$ cat src/rtl/earom_arbiter.sv
// Arbiter sharing one single-port high-score RAM between the game core and the HPS.
// Each granted request takes IDLE -> ACCESS -> DONE; ack appears in DONE, two cycles after the grant.
module earom_arbiter #(
    parameter int AW = 6,
    parameter int DW = 8
) (
    input  logic          clk_sys,
    input  logic          reset_n,

    input  logic          cpu_req,
    input  logic          cpu_we,
    input  logic [AW-1:0] cpu_addr,
    input  logic [DW-1:0] cpu_din,
    output logic [DW-1:0] cpu_dout,
    output logic          cpu_ack,

    input  logic          hps_req,
    input  logic          hps_we,
    input  logic [AW-1:0] hps_addr,
    input  logic [DW-1:0] hps_din,
    output logic [DW-1:0] hps_dout,
    output logic          hps_ack,
    input  logic          hps_lock,

    output logic [AW-1:0] mem_addr,
    output logic          mem_we,
    output logic [DW-1:0] mem_din,
    input  logic [DW-1:0] mem_dout,

    output logic          dirty,
    input  logic          hps_clr_dirty,
    output logic          busy
);

    typedef enum logic [1:0] {
        IDLE   = 2'd0,
        ACCESS = 2'd1,
        DONE   = 2'd2
    } state_t;

    localparam logic OWN_CPU = 1'b0;
    localparam logic OWN_HPS = 1'b1;

    state_t        state_q;
    logic          owner_q;
    logic          we_q;
    logic          last_owner_q;
    logic [AW-1:0] mem_addr_q;
    logic [DW-1:0] mem_din_q;
    logic          mem_we_q;
    logic          cpu_ack_q;
    logic          hps_ack_q;
    logic [DW-1:0] cpu_dout_q;
    logic [DW-1:0] hps_dout_q;
    logic          dirty_q;

    logic          cpu_elig;
    logic          hps_elig;
    logic          grant_any;
    logic          grant_owner;
    logic          gnt_we;
    logic [AW-1:0] gnt_addr;
    logic [DW-1:0] gnt_din;
    logic          rd_done_cpu;
    logic          rd_done_hps;

    assign cpu_elig  = cpu_req && !hps_lock;
    assign hps_elig  = hps_req;
    assign grant_any = cpu_elig || hps_elig;

    // On a tie the requester that was not served last wins.
    always_comb begin
        grant_owner = OWN_CPU;
        if (cpu_elig && hps_elig) begin
            grant_owner = ~last_owner_q;
        end else if (hps_elig) begin
            grant_owner = OWN_HPS;
        end
    end

    always_comb begin
        gnt_we   = cpu_we;
        gnt_addr = cpu_addr;
        gnt_din  = cpu_din;
        if (grant_owner == OWN_HPS) begin
            gnt_we   = hps_we;
            gnt_addr = hps_addr;
            gnt_din  = hps_din;
        end
    end

    always_ff @(posedge clk_sys) begin
        if (!reset_n) begin
            state_q      <= IDLE;
            owner_q      <= OWN_CPU;
            we_q         <= 1'b0;
            last_owner_q <= OWN_HPS;
            mem_addr_q   <= '0;
            mem_din_q    <= '0;
            mem_we_q     <= 1'b0;
            cpu_ack_q    <= 1'b0;
            hps_ack_q    <= 1'b0;
            cpu_dout_q   <= '0;
            hps_dout_q   <= '0;
            dirty_q      <= 1'b0;
        end else begin
            cpu_ack_q <= 1'b0;
            hps_ack_q <= 1'b0;
            mem_we_q  <= 1'b0;
            // A CPU write in ACCESS below overrides this clear.
            if (hps_clr_dirty) begin
                dirty_q <= 1'b0;
            end
            case (state_q)
                IDLE: begin
                    if (grant_any) begin
                        owner_q      <= grant_owner;
                        last_owner_q <= grant_owner;
                        we_q         <= gnt_we;
                        mem_addr_q   <= gnt_addr;
                        mem_din_q    <= gnt_din;
                        mem_we_q     <= gnt_we;
                        state_q      <= ACCESS;
                    end
                end
                ACCESS: begin
                    if (owner_q == OWN_CPU) begin
                        cpu_ack_q <= 1'b1;
                        if (we_q) begin
                            dirty_q <= 1'b1;
                        end
                    end else begin
                        hps_ack_q <= 1'b1;
                    end
                    state_q <= DONE;
                end
                DONE: begin
                    if (!we_q) begin
                        if (owner_q == OWN_CPU) begin
                            cpu_dout_q <= mem_dout;
                        end else begin
                            hps_dout_q <= mem_dout;
                        end
                    end
                    state_q <= IDLE;
                end
                default: begin
                    state_q <= IDLE;
                end
            endcase
        end
    end

    // RAM data only arrives in DONE, so it is forwarded there and held from the next cycle on.
    assign rd_done_cpu = (state_q == DONE) && !we_q && (owner_q == OWN_CPU);
    assign rd_done_hps = (state_q == DONE) && !we_q && (owner_q == OWN_HPS);

    assign cpu_dout = rd_done_cpu ? mem_dout : cpu_dout_q;
    assign hps_dout = rd_done_hps ? mem_dout : hps_dout_q;
    assign cpu_ack  = cpu_ack_q;
    assign hps_ack  = hps_ack_q;
    assign mem_addr = mem_addr_q;
    assign mem_din  = mem_din_q;
    assign mem_we   = mem_we_q;
    assign dirty    = dirty_q;
    assign busy     = (state_q != IDLE);

endmodule

$ cat config.mk
export PLATFORM = sky130hd
export DESIGN_NAME = earom_arbiter
export DESIGN_NICKNAME = d
export VERILOG_FILES = /design/src/rtl/earom_arbiter.sv
export SDC_FILE = /design/constraint.sdc
export NUM_CORES = 1
export LEC_CHECK = 0
export ABC_AREA = 1
export BUFFER_PORTS_ARGS = -buffer_cell sky130_fd_sc_hd__buf_2
export CAP_MARGIN = 30
export CORE_ASPECT_RATIO = 0.9
export CORE_MARGIN = 10
export CORE_UTILIZATION = 48
export CTS_CLUSTER_SIZE = 40
export DETAILED_ROUTE_END_ITERATION = 7
export GPL_TIMING_DRIVEN = 0
export HOLD_SLACK_MARGIN = 0.02
export PLACE_DENSITY = 0.8
export SLEW_MARGIN = 40
export SYNTH_ARGS = -nofsm -noshare
export SYNTH_HDL_FRONTEND = slang
export SYNTH_SLANG_ARGS = --single-unit
$ cat constraint.sdc
create_clock -name clk_sys -period 1.5 [get_ports clk_sys]
set_clock_uncertainty 0.2 [all_clocks]
set_input_delay 0.3 -clock clk_sys [delete_from_list [all_inputs] [get_ports clk_sys]]
set_output_delay 0.3 -clock clk_sys [all_outputs]
set_load 0.01 [all_outputs]
# Word level (Yosys, flattened, before mapping)
# Index checks and enable logic that the tools add are counted.
# Widths: inputs -> output; s select.
# totals
register_bits	39
in_bits	44
out_inout_bits	35
wordCells	48
# op_classes
n_eq_ne	3
n_mux	15
bitwise_logic	3
n_reduce_logical	15
# ops
operator	count
$mux 8	3
$mux 1	9
$reduce_and 3->1	3
$mux 6	1
$logic_and 1x1->1	5
$pmux 2 s2	1
$reduce_and 2->1	2
$not 1->1	3
$eq 2x1->1 const B	1
$eq 2x2->1 const B	1
$logic_not 1->1	2
$logic_not 2->1	1
$mux 2	1
$ne 2x2->1 const B	1
$reduce_bool 2->1	1
$logic_or 1x1->1	1

# Longest topological paths before layout
# Gate-level depths: netlist (run 1).
# depth
ltp_word	5
mapped_depth	8
ltp_nobuf	7

# Worst setup path before layout (run 1)
# No wires, ideal clock.
# synth_timing
path_kind	reg2out
startpoint	register state_q[0]
endpoint	output cpu_dout[0]
arrival_time_ps	955
required_time_ps	1000
slack_ps	45
stages_incl_launch_ff	7
n_path_buf	1
path_cell_list	dfxtp_1 -> nor2_2 -> nand3_2 -> buf_6 -> nand2_1 -> o21ai_2 -> inv_1
# synth_via
elab_chain_len	4
# synth_rtl
item	line	rtl
start: declaration	44	state_t state_q;
start signal: assignment	94	state_q <= IDLE;
start signal: assignment	123	state_q <= ACCESS;
start signal: assignment	135	state_q <= DONE;
$eq 2x2->1	155	assign rd_done_cpu = (state_q == DONE) && !we_q && (owner_q == OWN_CPU);
$logic_and 1x1->1 (2 in a row)	155	
$mux 8	158	assign cpu_dout = rd_done_cpu ? mem_dout : cpu_dout_q;
end: declaration	14	output logic [DW-1:0] cpu_dout,
# No other way between the ends.

# Final worst setup path (run 1)
# layout_timing
startpoint	register we_q
endpoint	output hps_dout[4]
# layout_via
elab_chain_len	4
# layout_rtl
item	line	rtl
start: declaration	46	logic we_q;
start signal: assignment	119	we_q <= gnt_we;
$logic_not 1->1	156	assign rd_done_hps = (state_q == DONE) && !we_q && (owner_q == OWN_HPS);
$logic_and 1x1->1 (2 in a row)	156	
$mux 8	159	assign hps_dout = rd_done_hps ? mem_dout : hps_dout_q;
end: declaration	21	output logic [DW-1:0] hps_dout,
# No other way between the ends.

==> results of run 1 <==
[placed cells by master (no fill, tap or decap), drive strengths merged]
cell,Yosys,layout
buf,9,90
nand2,69,69
inv,56,56
nor2,48,48
dfxtp,39,39
nand3,22,22
o21ai,17,17
a21boi,14,14
clkbuf,4,11
a21oi,2,2
nand3b,1,1
clkinvlp,0,1
dlygate4sd3,0,1
[sequential cells by signal (all words and copies together), names as in the netlist]
name          cells
dirty             1
cpu_ack           1
mem_we            1
mem_din           8
hps_ack           1
owner_q           1
we_q              1
last_owner_q      1
mem_addr          6
cpu_dout_q        8
hps_dout_q        8
state_q           2
[Yosys cell counts, types with 2 or more instances]
cell	instances	area, µm²
a21boi_0	13	97.59
buf_2	5	25.02
buf_6	2	22.52
clkbuf_1	4	15.01
dfxtp_1	39	780.8
inv_1	52	195.2
inv_2	4	15.01
nand2_1	67	251.5
nand2_4	2	22.52
nand3_1	20	100.1
nand3_2	2	20.02
nor2_1	46	172.7
nor2_2	2	12.51
o21ai_2	16	140.1
[timing repair]
item / in CTS / in global routing
cloned: 0 / 0
setup buffers: 4 / 0
hold endpoints to repair: 1 / 0
gates resized for setup: 15 / 18
hold buffers: 1 / 0
endpoints found under the setup margin: 17 / 25
pin swaps: 3 / 1
[kinds of logic after synthesis]
| group | count (synthesis) | share of synthesized area |
|---|---|---|
| flip-flops | 39 | 0.4028 |
| AND/OR/NAND/NOR | 140 | 0.3028 |
| AO/OA/AOI/OAI | 33 | 0.1420 |
| buffers and inverters | 69 | 0.1523 |
[how the worst min path moves through the flow]
| stage | slack (ns) | endpoint | startpoint |
|---|---|---|---|
| floorplan | 0.21 | dirty$_SDFF_PN0_ | hps_clr_dirty |
| global placement | 0.25 | last_owner_q$_SDFFE_PN1P_ | last_owner_q$_SDFFE_PN1P_ |
| detailed placement | 0.27 | dirty$_SDFF_PN0_ | dirty$_SDFF_PN0_ |
| CTS | 0.09 | cpu_dout_q[4]$_SDFFE_PN0P_ | mem_dout[4] |
| global route | 0.1 | hps_dout_q[6]$_SDFFE_PN0P_ | mem_dout[6] |
| finish | 0.09 | cpu_dout_q[5]$_SDFFE_PN0P_ | mem_dout[5] |
[per-stage QoR]
stage | instances | power [µW] | setup WS, ns | setup TNS, ns
6_report | 417 | 2522 | -0.4011 | -5.891
5_1_grt | 417 | 2650 | -0.4774 | -7.069
4_1_cts | 417 | 2504 | -0.3819 | -5.854
3_5_place_dp | 404 | 1709 | -0.1933 | -2.843
3_3_place_gp | 404 | 1696 | -0.1777 | -2.496
2_1_floorplan | 281 | 1504 | 0.04467 | 0
[worst min-delay path, stage by stage]
cell,delay [ns]
buf_2,0.11
o21ai_2,0.07
nor2_1,0.07
[final cells by class]
type	count	area, µm²
Sequential cell	39	788.3
Buffer	13	98.84
Multi-Input combinational cell	173	942.2
Clock buffer	7	96.34
Timing Repair Buffer	82	454.2
Clock inverter	1	7.507
Tap cell	46	57.56
Inverter	56	210.2
Fill cell	338	1155
[where the power goes]
group / switching (µW) / internal, µW / total (µW)
clock network: 360 / 418 / 778
logic: 343 / 254 / 597
registers: 37.7 / 1110 / 1150
total: 740 / 1780 / 2520
[per-layer routing]
layer	wire [µm]	share of wire	vias to the layer above
met3	443	0.084	5
met5	0	0	-
li1	-	-	1016
met4	27	0.0051	0
met1	2063	0.39	854
met2	2709	0.52	51
==> metrics.cfg, run 1 <==
[status]
outcome=finished with violations
violations=setup timing

[global_route]
grt-busiest-layer=met2
grt_use_total=0.1435
grt_max_degree=13
grt_pass1_wl_mm=8.342
antenna_found_initial=0
use_met3=0.06761
grt_pass1_vias=1846
use_met1=0.1524
use_met2=0.2555
overflow=0

[timing]
setup_viol=16
fmax_mhz=526.0
setup_ws_ns=-0.4011
fin_crit_sh=1.267
slew_viol_final=0
max_slew_margin=0.6922
tightest_slew_ns=0.4617
period_needed_ns=1.901
hold_ws_ns=0.08898
finalHoldViolCount=0
rsz0062_at_grt=true

[routing]
drt.antenna.violating_nets=0
first_iter_violations=60
viasPerCell=4.619
remaining_drc_errors=0
vias=1926
avgRoutedWirePerCell_um=12.58
wirelength_mm=5.245
firstDrtPassIters=4

[worst_setup_path]
crit_slowest_cell=dfxtp_2
crit_path_start=we_q$_SDFFE_PN0P_
worstPathMaxFanout=10
crit_path_end=hps_dout[4]
crit_path_end_kind=output port
worstReg2RegEnd=mem_din[2]$_SDFFE_PN0P_
reg2reg_from=state_q[0]$_SDFFE_PN0P_
cp.required_ns=1.00
cp.arrival_ns=1.40
critical_path.top_delay_family=flip-flops
crit_cells=6
cp_slowest_stage_delay_ns=0.34
critPathKind=flip-flop to output port
critPathBufInv=3
r2r_cells=7
cp_cell_sequence=nor2_4 > nand3_4 > buf_8 > o21ai_2 > inv_1 > buf_2
rrSetupSlack_ns=0.11
worstSetupStartpointType=flip-flop

[logic_synthesis]
synth-edff-count=0
ys_seq_area_frac=0.4028
synthArstFlopShare=0
synthCells=281
ys_types=21
syn-num-nets=325
synth-seq-cells=39
syn_area_um2=1938
syn_area_per_cell_um2=6.897
synth-main-ff-cell=dfxtp_1
synth.yosys.warnings=0

[pwr]
powerDensity_nw_per_um2=949.8
p_leak_uw=0.001522
ir_drop_v=0.0006937

[flow_run]
max_cap_viol_count=0

[floorplan]
fp.coreArea_um2=3810
rows=21
start_util=0.5087
die-area_um2=6983
die_h_um=80.28
ios=79
die_width_um=86.98

[clock_tree]
root_buffer=clkbuf_8
h-tree-depth=2
clkTransAtPathRegs_ns=0.08
clock_latency_ns=0.29
clock_path_buffers=2
cts_buffers=5
clock_sinks=39
cts_tree=yes

[layout]
diodes=0
area_growth_pct=36.99
drive_gt1_frac=0.3774
post-route-cell-area_um2=2655
fin_nets=414
fin_util=0.6969

[placed_design]
postPlaceCellArea_um2=2381
port_buffers=77
routabilityCongestion=0.7630
dp_hpwl_mm=4.009

[hold_path]
hp-class=input port to flip-flop
whs_path_depth=3

Power figures use the tool's default switching activity.
==> inputs of run 2 (changes only) <==
- PLACE_DENSITY: 0.8 -> not set
- PLACE_DENSITY_LB_ADDON: not set -> 0.15
- SKIP_CTS_REPAIR_TIMING: not set -> 1
==> metrics.cfg, run 2 (same netlist as run 1, synthesis figures left out) <==
[status]
outcome=finished with violations
violations=setup timing

[global_route]
use_met1=0.1683  ; +0.01598
use_met3=0.05247  ; -0.01514
grt_max_degree=13  ; unchanged
grt-busiest-layer=met2
grt_pass1_vias=1680  ; -9.0%
grt_use_total=0.1361  ; -0.007423
antenna_found_initial=0  ; unchanged
grt_pass1_wl_mm=7.748  ; -7.1%
use_met2=0.2116  ; -0.04392
overflow=0  ; unchanged

[pwr]
clockPowerShare=0.379  ; +0.070
p_leak_uw=0.001526  ; +0.29%
power_uw=2725  ; +8.0%
p_seq_frac=0.420  ; -0.035
p_sw_uw=720.5  ; -2.7%
combPwrFrac=0.201  ; -0.036
switching_share=0.2644  ; -0.02919
powerDensity_nw_per_um2=1055  ; +11%
p_int_uw=2004  ; +13%
ir_drop_v=0.0008565  ; +23%

[placed_design]
dp_hpwl_mm=3.758  ; -6.3%
routabilityCongestion=0.8083  ; +5.9%
postPlaceCellArea_um2=2381  ; unchanged
dp_slack_ns=-0.1897  ; +0.003561 ns
port_buffers=77  ; unchanged

[worst_setup_path]
crit_path_end=hps_dout[3]
critical_path.top_delay_family=buffers and inverters
critPathKind=flip-flop to output port
rrSetupSlack_ns=0.12  ; about the same
cp.arrival_ns=1.42  ; +0.02 ns
cp.required_ns=1.00  ; about the same
worstSetupStartpointType=flip-flop
reg2reg_from=state_q[1]$_SDFFE_PN0P_
worstReg2RegEnd=mem_addr[2]$_SDFFE_PN0P_
critPathBufInv=3  ; unchanged
cp_cell_sequence=nor2_4 > nand3_4 > buf_8 > o21ai_2 > inv_1 > buf_2
r2r_cells=7  ; unchanged
worstPathMaxFanout=10  ; unchanged
crit_path_end_kind=output port
crit_slowest_cell=dfxtp_2
crit_path_start=we_q$_SDFFE_PN0P_
crit_cells=6  ; unchanged
cp_slowest_stage_delay_ns=0.34  ; about the same

[clock_tree]
clock_path_buffers=2  ; unchanged
clkTransAtPathRegs_ns=0.07  ; about the same
h-tree-depth=2  ; unchanged
cts_buffers=5  ; unchanged
clock_latency_ns=0.29  ; about the same
cts_tree=yes
root_buffer=clkbuf_8
clock_sinks=39  ; unchanged

[layout]
post-route-cell-area_um2=2582  ; -2.7%
area_growth_pct=33.25
layout_common_cells=82 x buf_2, 67 x nand2_1, 52 x inv_1
fin_nets=413  ; -0.24%
drive_gt1_frac=0.3486  ; -0.02871
diodes=0  ; unchanged
final_common_cell=buf_2

[routing]
remaining_drc_errors=0  ; unchanged
firstDrtPassIters=4  ; unchanged
wirelength_mm=4.938  ; -5.9%
viasPerCell=4.481  ; -3.0%
drt.antenna.violating_nets=0  ; unchanged
avgRoutedWirePerCell_um=11.87  ; -5.6%
first_iter_violations=92  ; +53%
vias=1864  ; -3.2%

[floorplan]
ios=79  ; unchanged
die_h_um=80.28  ; unchanged
fp.coreArea_um2=3810  ; unchanged
start_util=0.5087  ; unchanged
die_width_um=86.98  ; unchanged
rows=21  ; unchanged
die-area_um2=6983  ; unchanged

[timing]
setup_ws_ns=-0.4153  ; -0.01418 ns
rsz0062_at_grt=true
hold_ws_ns=0.07497  ; -0.01401 ns
period_needed_ns=1.915  ; +0.01418 ns
finalHoldViolCount=0  ; unchanged
max_slew_margin=0.6944  ; +0.002236
slew_viol_final=0  ; unchanged
setup_viol=16  ; unchanged
tightest_slew_ns=0.4583  ; -0.003354 ns
fmax_mhz=522.1  ; -0.74%
fin_crit_sh=1.277  ; +0.009456

[flow_run]
max_cap_viol_count=0  ; unchanged

[hold_path]
hp-class=input port to flip-flop
hold_path_startpoint=mem_dout[0]

==> run 2: cell count changes in the layout (fill, tap and decap cells not counted), moves of 2 or more <==
cell,change
buf_2,+4
buf_6,-5
bufinv_16,+2
clkbuf_8,-2
inv_1,+3
inv_2,-3
nand2_1,+6
nand2_2,-6
o21ai_2,+6
o21ai_4,-6
==> run 2: area by class of cell <==
type	count	area, µm²
Timing Repair Buffer	81	417.9
Tap cell	46	57.56
Buffer	13	93.84
Clock buffer	6	72.57
Clock inverter	2	60.06
Inverter	56	210.2
Multi-Input combinational cell	173	882.1
Sequential cell	39	788.3
Fill cell	353	1227
==> run 2: worst min path at each step <==
stage | end | cells after the start
2_1_floorplan | dirty$_SDFF_PN0_ | 1
3_3_place_gp | last_owner_q$_SDFFE_PN1P_ | 2
3_5_place_dp | last_owner_q$_SDFFE_PN1P_ | 2
4_1_cts | dirty$_SDFF_PN0_ | 2
5_1_grt | hps_dout_q[0]$_SDFFE_PN0P_ | 3
6_report | cpu_dout_q[0]$_SDFFE_PN0P_ | 3
==> run 2: layer usage <==
metal	vias to the layer above	routed length [µm]
li1	1013	-
met1	793	2249
met2	52	2264
met3	6	373
met4	0	49
met5	-	0
==> run 2: stage by stage <==
stage / setup TNS [ns] / instances / utilization
floorplan: 0 / 281 / -
global placement: -2.663 / 404 / 0.6250
detailed placement: -3.242 / 404 / 0.6250
CTS: -7.997 / 412 / 0.6598
global route: -7.780 / 416 / 0.6778
finish: -6.436 / 416 / 0.6778
==> run 2: power by group through the flow <==
stage               combinational (µW)  sequential [µW]  clock (µW)
floorplan                          318             1190           0
global placement                   533             1160           0
detailed placement                 538             1160           0
CTS                                541             1140        1060
global route                       618             1150        1110
finish                             548             1140        1030
==> run 2: tightest hold or removal path: stages <==
cell	delay [ns]
buf_2	0.10
o21ai_2	0.06
nor2_1	0.07
==> inputs of run 3 (changes only) <==
- ABC_AREA: 1 -> not set
- CORE_UTILIZATION: 48 -> 44
==> metrics.cfg, run 3 <==
[worst_setup_path]
critPathBufInv=2  ; -1
worstPathMaxFanout=8  ; -2
worstSetupStartpointType=flip-flop
cp_slowest_stage_delay_ns=0.37  ; +0.03 ns
critical_path.top_delay_family=flip-flops
crit_slowest_cell=dfxtp_4
cp.required_ns=1.00  ; about the same
cp.arrival_ns=1.60  ; +0.18 ns
cp_common_cell=buf_6
critPathKind=flip-flop to output port
crit_path_end_kind=output port
cp_cell_sequence=nor4b_4 > buf_6 > mux2_4 > buf_6

[routing]
vias=1454  ; -22%
wirelength_mm=4.543  ; -8.0%
viasPerCell=4.912  ; +9.6%
remaining_drc_errors=0  ; unchanged
top_layer=met4
firstDrtPassIters=4  ; unchanged
first_iter_violations=77  ; -16%
wirelength_met1_mm=1.797  ; -20%
dr_wl_met3_um=461  ; +24%
drt.antenna.violating_nets=0  ; unchanged
routed-wl-met2_mm=2.227  ; -1.6%
avgRoutedWirePerCell_um=15.35  ; +29%

[pwr]
powerDensity_nw_per_um2=1040  ; -1.5%
p_int_uw=1851  ; -7.6%
combPwrFrac=0.170  ; -0.031
switching_share=0.2484  ; -0.01601
ir_drop_v=0.0007419  ; -13%
p_leak_uw=0.001138  ; -25%
clockPowerShare=0.369  ; -0.010
p_sw_uw=612.0  ; -15%
p_seq_frac=0.462  ; +0.042

[timing]
setup_ws_ns=-0.5993  ; -0.1840 ns
period_needed_ns=2.099  ; +0.1840 ns
hold_ws_ns=0.05868  ; -0.01629 ns
tightest_slew_ns=0.4572  ; -0.001123 ns
max_slew_margin=0.6952  ; +0.0007490
setup_viol=33  ; +17
finalHoldViolCount=0  ; unchanged
rsz0062_at_grt=true
fin_crit_sh=1.400  ; +0.1226
fmax_mhz=476.4  ; -8.8%
slew_viol_final=0  ; unchanged

[layout]
area_growth_pct=53.86
post-route-cell-area_um2=2370  ; -8.2%
n_fill_cell=293  ; -17%
fin_nets=295  ; -29%
final_common_cell=buf_2
drive_gt1_frac=0.5238  ; +0.1752
layout_common_cells=62 x buf_2, 36 x dfxtp_1, 30 x nand2_1
diodes=0  ; unchanged

[flow_run]
max_cap_viol_count=0  ; unchanged

[logic_synthesis]
syn-num-nets=206  ; -37%
synthTopCellsByArea=dfxtp_1 51%, mux2_2 12%, and2_1 7.7%
yosysMostFrequentCell=dfxtp_1
synth-edff-count=0  ; unchanged
syn_area_per_cell_um2=9.508  ; +38%
ys_seq_area_frac=0.5069  ; +0.1041
ys_types=22  ; +4.8%
synth-main-ff-cell=dfxtp_1
synth_area_leader_cell=dfxtp_1
synth-seq-cells=39  ; unchanged
synthCells=162  ; -42%
synth.yosys.warnings=0  ; unchanged
synthArstFlopShare=0  ; unchanged
synth_common_cells=39 x dfxtp_1, 30 x nand2_1, 19 x and2_1
synth_top_cell_area_share=0.5069  ; +0.1041
syn_area_um2=1540  ; -21%

[placed_design]
postPlaceCellArea_um2=2026  ; -15%
routabilityCongestion=0.7460  ; -7.7%
dp_hpwl_mm=3.276  ; -13%
dp_slack_ns=-0.4859  ; -0.2962 ns
port_buffers=78  ; +1.3%

[global_route]
overflow=0  ; unchanged
grt_max_degree=13  ; unchanged
grt_pass1_wl_mm=6.782  ; -12%
grt_pass1_vias=1395  ; -17%
antenna_found_initial=0  ; unchanged
grt_use_total=0.1347  ; -0.001418

[clock_tree]
clock_path_buffers=2  ; unchanged
clock_latency_ns=0.29  ; about the same
clkTransAtPathRegs_ns=0.08  ; about the same
root_buffer=clkbuf_8
cts_buffers=5  ; unchanged
h-tree-depth=2  ; unchanged
cts_tree=yes
clock_sinks=39  ; unchanged

[hold_path]
hp-class=input port to flip-flop

[floorplan]
start_util=0.4559  ; -0.05278
ios=79  ; unchanged
die_h_um=76.13  ; -5.2%
die-area_um2=6270  ; -10%
fp.coreArea_um2=3378  ; -11%
rows=20  ; -4.8%
die_width_um=82.37  ; -5.3%

[status]
outcome=finished with violations
violations=setup timing

-- run 3: cell count changes after synthesis, moves of 11 or more --
cell / before / now
o21ai_0: 1 / 16
and2_1: 0 / 19
a21boi_0: 13 / 2
a31oi_1: 0 / 13
mux2_2: 0 / 16
nand3_1: 20 / 1
nand2_1: 67 / 30
inv_1: 52 / 1
o21ai_2: 16 / 0
nor2_1: 46 / 1
-- run 3: cell families (layout without fill, tap and decap cells) --
kind of cell           Yosys count  after routing  synth area share
AOI/OAI and AO/OA               35             35            0.1292
buffers and inverters           11            101           0.02924
DFF                             39             39            0.5069
muxes                           17             17            0.1235
and+or+nand+nor                 60             60            0.2112
-- run 3: final timing paths --
check | startpoint | to | slack (ns) | depth (start not counted)
hold reg to reg | dirty$_SDFF_PN0_ | dirty$_SDFF_PN0_ | 0.27 | 2
setup reg to reg | owner_q$_SDFFE_PN0P_ | cpu_dout_q[3]$_SDFFE_PN0P_ | -0.15 | 4
hold / removal | cpu_din[7] | mem_din[7]$_SDFFE_PN0P_ | 0.06 | 3
setup / recovery | owner_q$_SDFFE_PN0P_ | cpu_dout[0] | -0.60 | 4
-- run 3: per-layer routing --
layer | vias up | global-route usage
met5 | - | 0
met4 | 0 | 0.04592
met3 | 8 | 0.05660
met2 | 51 | 0.2037
met1 | 668 | 0.1652
li1 | 727 | -
-- run 3: worst register-to-register path, delay by kind of cell, from the launching register on --
kind	cells	cell delay, ns
simple gates	2	0.44
mux	1	0.33
flops	1	0.37
buf+inv	1	0.20
-- run 3: cell type report --
type / count / area [µm²] / area share
inverters: 1 / 3.754 / 0.001584
clock inverters: 2 / 35.03 / 0.01478
plain buffers: 9 / 57.56 / 0.02429
well taps: 44 / 55.05 / 0.02323
repair buffers: 83 / 534.3 / 0.2254
flip-flops and latches: 39 / 792.0 / 0.3342
clock buffers: 6 / 82.58 / 0.03485
multi-input cells: 112 / 809.5 / 0.3416
-- run 3: power by group through the flow --
stage	logic [µW]	registers [µW]	clock network [µW]
floorplan	171	1180	0
global placement	359	1160	0
detailed placement	362	1160	0
CTS	363	1140	919
global route	461	1140	969
finish	418	1140	908
-- run 3: metrics by stage --
stage | TNS (ns) | std cells | power, µW | utilization
CTS | -16.89 | 292 | 2419 | 0.6344
floorplan | -3.527 | 162 | 1351 | -
global route | -12.98 | 296 | 2574 | 0.7015
detailed placement | -11.08 | 284 | 1522 | 0.5996
global placement | -11.03 | 284 | 1518 | 0.5996
finish | -10.76 | 296 | 2463 | 0.7015
